### src/rtl/dragon_length_ctrl.sv
`default_nettype none
// ============================================================================
//  Module      : dragon_length_ctrl
//  Description : Per-frame length arbiter for the dragon enemy. Snapshots the
//                head, the seven body segments and their enables on each
//                frame. It scans them serially against the sword and against
//                the head, then issues a single HEAL/HIT pulse on
//                lengthUpdate.
//  Revision    : 1.0 - initial release
// ============================================================================
module dragon_length_ctrl #(
   parameter int COOLDOWN_FRAMES = 30
) (
   input  logic       clk,
   input  logic       reset,
   input  logic       vsync,
   input  logic [9:0] Dragon_Head,
   input  logic [9:0] Dragon_1,
   input  logic [9:0] Dragon_2,
   input  logic [9:0] Dragon_3,
   input  logic [9:0] Dragon_4,
   input  logic [9:0] Dragon_5,
   input  logic [9:0] Dragon_6,
   input  logic [9:0] Dragon_7,
   input  logic [6:0] Display_en,
   input  logic       sword_active,
   input  logic [7:0] sword_pos,
   input  logic       heal_event,
   output logic [1:0] lengthUpdate,
   output logic       self_hit,
   output logic [2:0] hit_index,
   output logic       dragon_dead,
   output logic       busy
);

   localparam int CW = (COOLDOWN_FRAMES < 1) ? 1 : $clog2(COOLDOWN_FRAMES + 1);
   localparam logic [CW-1:0] C_COOL_LOAD = CW'(COOLDOWN_FRAMES);

   localparam logic [1:0] C_IDLE  = 2'd0;
   localparam logic [1:0] C_SNAP  = 2'd1;
   localparam logic [1:0] C_SCAN  = 2'd2;
   localparam logic [1:0] C_ISSUE = 2'd3;

   localparam logic [1:0] C_LU_NONE = 2'b00;
   localparam logic [1:0] C_LU_HEAL = 2'b01;
   localparam logic [1:0] C_LU_HIT  = 2'b10;

   logic [1:0]    state_q, state_d;
   logic          vs_q, vs_prev_q;
   logic [7:0]    pos_q [0:7];
   logic [6:0]    en_q;
   logic          sact_q;
   logic [7:0]    spos_q;
   logic [2:0]    scan_q;
   logic          sword_hit_q, sword_hit_d;
   logic          self_flag_q, self_flag_d;
   logic [2:0]    idx_q, idx_d;
   logic [2:0]    self_idx_q, self_idx_d;
   logic          heal_pend_q;
   logic          blk_q;
   logic [CW-1:0] cool_q;
   logic [1:0]    lu_q;
   logic          dead_q;
   logic          self_hit_q;
   logic [2:0]    hit_idx_q;

   logic [7:0]    w_pos_in [0:7];
   logic [7:0]    w_en_all;
   logic          w_en_cur;
   logic [7:0]    w_pos_cur;
   logic          w_rise;
   logic          w_start;
   logic          w_sword_m;
   logic          w_self_m;
   logic          w_last;
   logic          w_strike;
   logic          w_do_hit;
   logic          w_do_dead;
   logic          w_heal_take;
   logic          w_do_heal;
   logic          w_unused;

   // Orientation bits are not needed for tile comparisons
   assign w_unused = ^{Dragon_Head[9:8], Dragon_1[9:8], Dragon_2[9:8], Dragon_3[9:8],
                       Dragon_4[9:8], Dragon_5[9:8], Dragon_6[9:8], Dragon_7[9:8]};

   // Slot 0 is the head, slots 1..7 are the body segments
   assign w_pos_in[0] = Dragon_Head[7:0];
   assign w_pos_in[1] = Dragon_1[7:0];
   assign w_pos_in[2] = Dragon_2[7:0];
   assign w_pos_in[3] = Dragon_3[7:0];
   assign w_pos_in[4] = Dragon_4[7:0];
   assign w_pos_in[5] = Dragon_5[7:0];
   assign w_pos_in[6] = Dragon_6[7:0];
   assign w_pos_in[7] = Dragon_7[7:0];

   // Head is always present, so it gets a constant enable in slot 0
   assign w_en_all  = {en_q, 1'b1};
   assign w_en_cur  = w_en_all[scan_q];
   assign w_pos_cur = pos_q[scan_q];

   assign w_rise  = vs_q & ~vs_prev_q;
   assign w_start = (state_q == C_IDLE) & w_rise;

   // One comparison per scan slot; the self test starts at segment 2
   always_comb begin
      w_sword_m   = (state_q == C_SCAN) & w_en_cur & sact_q & (spos_q == w_pos_cur);
      w_self_m    = (state_q == C_SCAN) & w_en_cur & (scan_q >= 3'd2) & (pos_q[0] == w_pos_cur);
      sword_hit_d = sword_hit_q | w_sword_m;
      self_flag_d = self_flag_q | w_self_m;
      idx_d       = (w_sword_m & ~sword_hit_q) ? scan_q : idx_q;
      self_idx_d  = (w_self_m & ~self_flag_q) ? scan_q : self_idx_q;
   end

   // The decision is taken on the last scan slot so that the registered
   // outputs are already valid during the ISSUE cycle
   always_comb begin
      w_last      = (state_q == C_SCAN) & (scan_q == 3'd7);
      w_strike    = w_last & (sword_hit_d | self_flag_d) & ~blk_q;
      w_do_hit    = w_strike & (en_q != 7'h00);
      w_do_dead   = w_strike & (en_q == 7'h00) & sword_hit_d & (idx_d == 3'd0);
      w_heal_take = w_last & ~w_strike & heal_pend_q;
      w_do_heal   = w_heal_take & (en_q != 7'h7F);
   end

   // FSM state register
   always_ff @(posedge clk) begin
      if (!reset) state_q <= C_IDLE;
      else        state_q <= state_d;
   end

   // FSM next-state logic
   always_comb begin
      state_d = state_q;
      case (state_q)
         C_IDLE:  if (w_start) state_d = C_SNAP;
         C_SNAP:  state_d = C_SCAN;
         C_SCAN:  if (scan_q == 3'd7) state_d = C_ISSUE;
         C_ISSUE: state_d = C_IDLE;
         default: state_d = C_IDLE;
      endcase
   end

   // FSM outputs
   always_comb begin
      busy         = (state_q != C_IDLE);
      lengthUpdate = lu_q;
      dragon_dead  = dead_q;
      self_hit     = self_hit_q;
      hit_index    = hit_idx_q;
   end

   // vsync edge detector
   always_ff @(posedge clk) begin
      if (!reset) begin
         vs_q      <= 1'b0;
         vs_prev_q <= 1'b0;
      end else begin
         vs_q      <= vsync;
         vs_prev_q <= vs_q;
      end
   end

   // Frame snapshot of positions, enables and sword
   always_ff @(posedge clk) begin
      if (!reset) begin
         for (int k = 0; k < 8; k++) pos_q[k] <= 8'h00;
         en_q   <= 7'h00;
         sact_q <= 1'b0;
         spos_q <= 8'h00;
      end else if (state_q == C_SNAP) begin
         for (int k = 0; k < 8; k++) pos_q[k] <= w_pos_in[k];
         en_q   <= Display_en;
         sact_q <= sword_active;
         spos_q <= sword_pos;
      end
   end

   // Scan index and accumulated match flags
   always_ff @(posedge clk) begin
      if (!reset) begin
         scan_q      <= 3'd0;
         sword_hit_q <= 1'b0;
         self_flag_q <= 1'b0;
         idx_q       <= 3'd0;
         self_idx_q  <= 3'd0;
      end else if (state_q == C_SNAP) begin
         scan_q      <= 3'd0;
         sword_hit_q <= 1'b0;
         self_flag_q <= 1'b0;
         idx_q       <= 3'd0;
         self_idx_q  <= 3'd0;
      end else if (state_q == C_SCAN) begin
         scan_q      <= scan_q + 3'd1;
         sword_hit_q <= sword_hit_d;
         self_flag_q <= self_flag_d;
         idx_q       <= idx_d;
         self_idx_q  <= self_idx_d;
      end
   end

   // Heal request latch; a new request wins over the clear in the same cycle
   always_ff @(posedge clk) begin
      if (!reset)          heal_pend_q <= 1'b0;
      else if (heal_event) heal_pend_q <= 1'b1;
      else if (w_heal_take) heal_pend_q <= 1'b0;
   end

   // Cooldown: a frame is suppressed when the counter was still running at
   // the vsync edge that started it, so exactly COOLDOWN_FRAMES frames are
   // skipped after a HIT
   always_ff @(posedge clk) begin
      if (!reset) begin
         cool_q <= '0;
         blk_q  <= 1'b0;
      end else begin
         if (w_do_hit)                       cool_q <= C_COOL_LOAD;
         else if (w_rise && (cool_q != '0))  cool_q <= cool_q - 1'b1;
         if (w_start) blk_q <= (cool_q != '0);
      end
   end

   // Registered result pulses and the sticky last-hit information
   always_ff @(posedge clk) begin
      if (!reset) begin
         lu_q       <= C_LU_NONE;
         dead_q     <= 1'b0;
         self_hit_q <= 1'b0;
         hit_idx_q  <= 3'd0;
      end else begin
         lu_q   <= w_do_hit ? C_LU_HIT : (w_do_heal ? C_LU_HEAL : C_LU_NONE);
         dead_q <= w_do_dead;
         if (w_do_hit) begin
            // A sword strike takes precedence over a simultaneous self hit
            self_hit_q <= ~sword_hit_d;
            hit_idx_q  <= sword_hit_d ? idx_d : self_idx_d;
         end
      end
   end

endmodule
`default_nettype wire

### config.mk
export PLATFORM = sky130hd
export DESIGN_NAME = dragon_length_ctrl
export DESIGN_NICKNAME = d
export VERILOG_FILES = /design/src/rtl/dragon_length_ctrl.sv
export SDC_FILE = /design/constraint.sdc
export NUM_CORES = 1
export LEC_CHECK = 0
export ABC_AREA = 1
export ABC_CLOCK_PERIOD_IN_PS = 4200
export BUFFER_PORTS_ARGS = -buffer_cell sky130_fd_sc_hd__buf_2
export CAP_MARGIN = 10
export CORE_MARGIN = 2
export CORE_UTILIZATION = 33
export DETAILED_ROUTE_END_ITERATION = 12
export SLEW_MARGIN = 10
export SYNTH_ARGS = -nofsm -noshare
export SYNTH_HDL_FRONTEND = slang
export SYNTH_SLANG_ARGS = --single-unit
export TNS_END_PERCENT = 10
### constraint.sdc
create_clock -name clk -period 4.2 [get_ports clk]
set_input_delay 0.42 -clock clk [delete_from_list [all_inputs] [get_ports clk]]
set_output_delay 0.42 -clock clk [all_outputs]
set_load 0.01 [all_outputs]
-- Word level (Yosys, flattened, before mapping)
Memory sizes are Yosys's and may differ from the RTL's. A register that Yosys moved wholly into a read port is not among the register bits.
Index checks and enable logic that the tools add are counted.
- register bits after elaboration: 45
- bits in latches: 0
- RAM bits: 64
- memory bits (read-only): 0
- input port bits: 100
- output and inout port bits: 8
- logic and storage cells: 111
- memories: 1
- add/sub/neg operators: 2
- multiply operators: 0
- div/mod/pow operators: 0
- magnitude comparators: 2
- eq/ne operators: 9
- shift operators: 0
- multiplexer cells: 28
- bitwise gates (word level): 37
- reductions and logical operators: 12
- memory list (name ; words ; width ; read ports ; clocked after Yosys merged registers in ; write ports ; RTL line ; RTL):
    pos_q ; 8 ; 8 ; 2 ; 1 ; 8 ; 50 ; logic [7:0] pos_q [0:7];
- operator list (operator ; count):
    2-to-1 mux 8 bit ; 8
    bitwise AND 1 bit ; 19
    == test 8 bit ; 2
    2-to-1 mux 3 bit ; 5
    bitwise OR 1 bit ; 11
    2-to-1 mux 5 bit ; 2
    2-to-1 mux 1 bit ; 8
    one-hot mux 2 bit (4 select lines) ; 1
    logical NOT 7 bit ; 1
    != test 7 bit, second input constant ; 1
    NOT 1 bit ; 7
    nonzero test 7 bit ; 1
    2-to-1 mux 2 bit ; 3
    nonzero test 2 bit ; 3
    nonzero test 5 bit ; 1
    subtractor 5 x 1 -> 5 bit, second input constant ; 1
    == test 2 bit, second input constant ; 2
    less-than comparator 3 x 4 -> 1 bit, second input constant ; 1
    OR reduction 2 bit ; 2
    adder 3 x 1 -> 3 bit, second input constant ; 1
    binary-select mux 1 bit (select 3 bit) ; 1
    == test 3 bit, second input constant ; 1
    >= comparator 3 x 2 -> 1 bit, second input constant ; 1
    logical NOT 3 bit ; 1
    6 further kinds ; 6

-- Logic depth before layout (Yosys ltp)
- depth after elaboration: 15
- mapped depth: 20
- gate-level depth less buffers: 18

-- Worst setup path before layout
OpenSTA, ideal clock, no wires.
- path kind: register to register
- from: reg state_q[1]
- to: mem pos_q[0][0] (enable)
- setup time: 453 ps
- arrival: 2931 ps
- data required time: 3747 ps
- setup slack: 816 ps
- stages on the path, launching flop included: 7
- buffers on the path: 2
- period minus slack after synthesis: 3384 ps
- cell sequence: dfxtp_1 inv_1 ha_1 clkbuf_1 nor2_1 inv_1 buf_1
- RTL lines (what ; RTL line ; RTL):
    start, declared ; 48 ; logic [1:0] state_q, state_d;
    start signal, assigned ; 129 ; else state_q <= state_d;
    end, declared ; 50 ;

==> results.md <==
* Status: finished, final reports clean
* First-pass GRT wire length at 20100 µm
* Max Cap Viol at 0
* Dpl hpwl at 8530 µm
* Worst Path Required at 4.45 ns
* Pre-CTS setup slack at 1.33 ns
* Unrepaired setup endpoints after global routing: false
* Syn avg cell area at 7.76 µm²
* Lkg Pwr at 0.00315 µW
* Drt drc at 0
* Avg WL per Cell at 12.1 µm
* Post-CTS resize count at 0
* Final setup fails at 0
* CTS root buffer: clkbuf_16
* Critical path's slowest cell: buf_4
* DIE AREA at 17500 µm²
* Startpoint class of the critical path: flop
* H-tree depth at 3
* Final wirelength at 12100 µm
* Setup ws final at 1.35 ns
* Slew HR at 23.6%
* Critical path peak fanout at 36
* Top Ports at 108
* Tcrit/Tclk final at 67.8%
* Die Height at 132 µm
* Area Overhead vs Synth at 17.2%
* Max stage delay on crit path at 0.36 ns
* TritonCTS Buffers at 9
* Clk_lat worst skew at 0.36 ns
* Critical path type: reg -> reg
* Placed Area at 6080 µm²
* Total track usage at 14.6%
* Pwr dens at 512 nW/µm²
* CORE AREA at 15900 µm²
* Clock Skews at 0.0105 ns
* I/O Buffers at 91
* Max IR drop VDD at 244 µV
* CTS tree: built
* Pwr Total at 3250 µW
* Vias/cell at 4.32
* Warnings, synthesis at 0
* R2R setup slack at 1.35 ns
* Most frequent CP cell: nand2_1
* Die span in x at 132 µm
* Synth Register Bits at 112
* Sequential share of the synthesized area at 53.2%
* CTS max path bufs at 2
* CTS sink cnt at 112
* Hold Fails Final Rpt at 0
* Netlist cell types at 33
* Period minus WS final at 2.85 ns
* Hold-fix buffers, CTS at 0
* Fraction of layout cells with a size suffix above 1 at 16.0%
* Ant diodes at 0
* Mapped Area at 5420 µm²
* Post-Syn Instances at 698
* Routed via count at 4336
* Starting Density at 34.0%
* Routability Congestion at 0.808
* Setup TNS at 0 ns
* Overflow after GRT at 0
* Post-CTS setup repair buffer count at 0
* Actual slew at the worst max-slew pin at 1.14 ns
* Syn nets at 804
* Crit path cell chain: buf_4 -> inv_2 -> o21ai_0 -> nand3_1 -> nand3_1 -> nand2_1 -> nor2_1 -> nand2_1 -> nor2_4 -> nor2_4 -> nand2_2 -> nand3_4 -> nand2_1 -> inv_2 -> nand2_1 -> nand2_1
* Final Max Slew Viols at 0
* Pre-antenna DRT Iters at 4
* Worst EP arrival at 3.10 ns
* Largest net degree at the start of global routing at 60
* Row cnt at 46
* Initial antenna violation count at 0
* Initial drt markers at 245
* Post-route ant nets at 0
* Final net count at 889
* Commonest non-fill, non-tap cells in the layout: nand2_1 (184), inv_1 (139), buf_2 (91)
* Most common cell after layout, fill and taps aside: nand2_1
* F_max at 0.351 GHz
* Number of global-route vias before repair at 4129
* HP Class: in -> reg
* Finished Cell Area at 6350 µm²
* Core Util, Final at 39.9%
* Crit path capture type: flop
* Clock-pin transition on the worst setup and hold timing paths at 0.07 ns
per-stage QoR:
| stage | hold WS (ns) | cells |
|---|---|---|
| floorplan | 0.407 | 698 |
| finish | 0.249 | 1004 |
| CTS | 0.237 | 1004 |
| detailed placement | 0.416 | 988 |
| global route | 0.260 | 1004 |
| global placement | 0.414 | 988 |
flip-flops by register name, indices dropped and copies added, names as in the netlist, named ones only:
| name | count |
|---|---|
| sword_hit_q | 1 |
| vs_q | 1 |
| dragon_dead | 1 |
| heal_pend_q | 1 |
| state_q | 2 |
| self_hit | 1 |
| vs_prev_q | 1 |
| en_q | 7 |
| hit_index | 3 |
| spos_q | 8 |
| blk_q | 1 |
| idx_q | 3 |
| lengthUpdate | 2 |
| scan_q | 3 |
| self_idx_q | 3 |
| cool_q | 5 |
| self_flag_q | 1 |
| sact_q | 1 |
| pos_q | 64 |
logic make-up (layout without fill, tap and decap cells):
group,after synthesis,after routing,share of synthesized area [%]
AO/OA/AOI/OAI,46,46,4.46
XOR/XNOR,3,3,0.485
adder cells (fa/ha/maj),6,6,1.39
buffers and inverters,170,260,12.3
flip-flops,112,112,53.2
AND/OR/NAND/NOR,361,361,28.2
cells in the mapped netlist, drive strengths merged:
master / count / area (µm²)
nand2: 185 / 697
inv: 143 / 537
nor2: 88 / 355
nand3: 80 / 428
edfxtp: 64 / 1920
dfxtp: 48 / 961
o21ai: 30 / 150
buf: 13 / 77.6
a21oi: 11 / 55.1
clkbuf: 11 / 41.3
ha: 6 / 75.1
clkinv: 3 / 11.3
nor3: 3 / 15.0
nand4: 2 / 12.5
nor4: 2 / 12.5
xnor2: 2 / 17.5
a211oi: 1 / 7.51
a221oi: 1 / 8.76
a31oi: 1 / 6.26
o211ai: 1 / 7.51
o22ai: 1 / 6.26
or2: 1 / 6.26
xor2: 1 / 8.76
where the power goes:
group,leakage (µW),internal (µW),switching (µW)
Combinational,0.00195,320,677
Clock,0.000130,405,399
Sequential,0.00106,1370,77.5
path summary, 6_finish.rpt:
path / start / to / depth (start not counted)
max: flop / hit_index[2] / 16
min: vsync / vs_q / 3
max reg2reg: flop / hit_index[2] / 16
min reg2reg: vs_q / vs_prev_q / 2
routing by layer:
| layer | track usage, % | share of wire, % | up-vias | wire (µm) |
|---|---|---|---|---|
| li1 | - | - | 2330 | - |
| met1 | 19.6 | 49 | 1905 | 5900 |
| met2 | 22.7 | 45 | 86 | 5460 |
| met3 | 3.46 | 4.3 | 15 | 521 |
| met4 | 6.04 | 2.0 | 0 | 245 |
| met5 | 0 | 0 | - | 0 |
critical path, delay by kind of cell (launching register included):
family,cells,cell delay (ns)
buffers and inverters,3,0.75
flip-flops,1,0.31
AO/OA/AOI/OAI,1,0.28
AND/OR/NAND/NOR,12,1.40
cell type report:
| cell class | count | area, µm² |
|---|---|---|
| clock buffer | 10 | 229 |
| clock inverter | 6 | 46.3 |
| fill | 1694 | 9590 |
| inverter | 146 | 548 |
| multi-input combinational | 416 | 1870 |
| sequential | 112 | 2880 |
| tap | 216 | 270 |
| timing repair buffer | 98 | 508 |
Power figures use the tool's default switching activity.
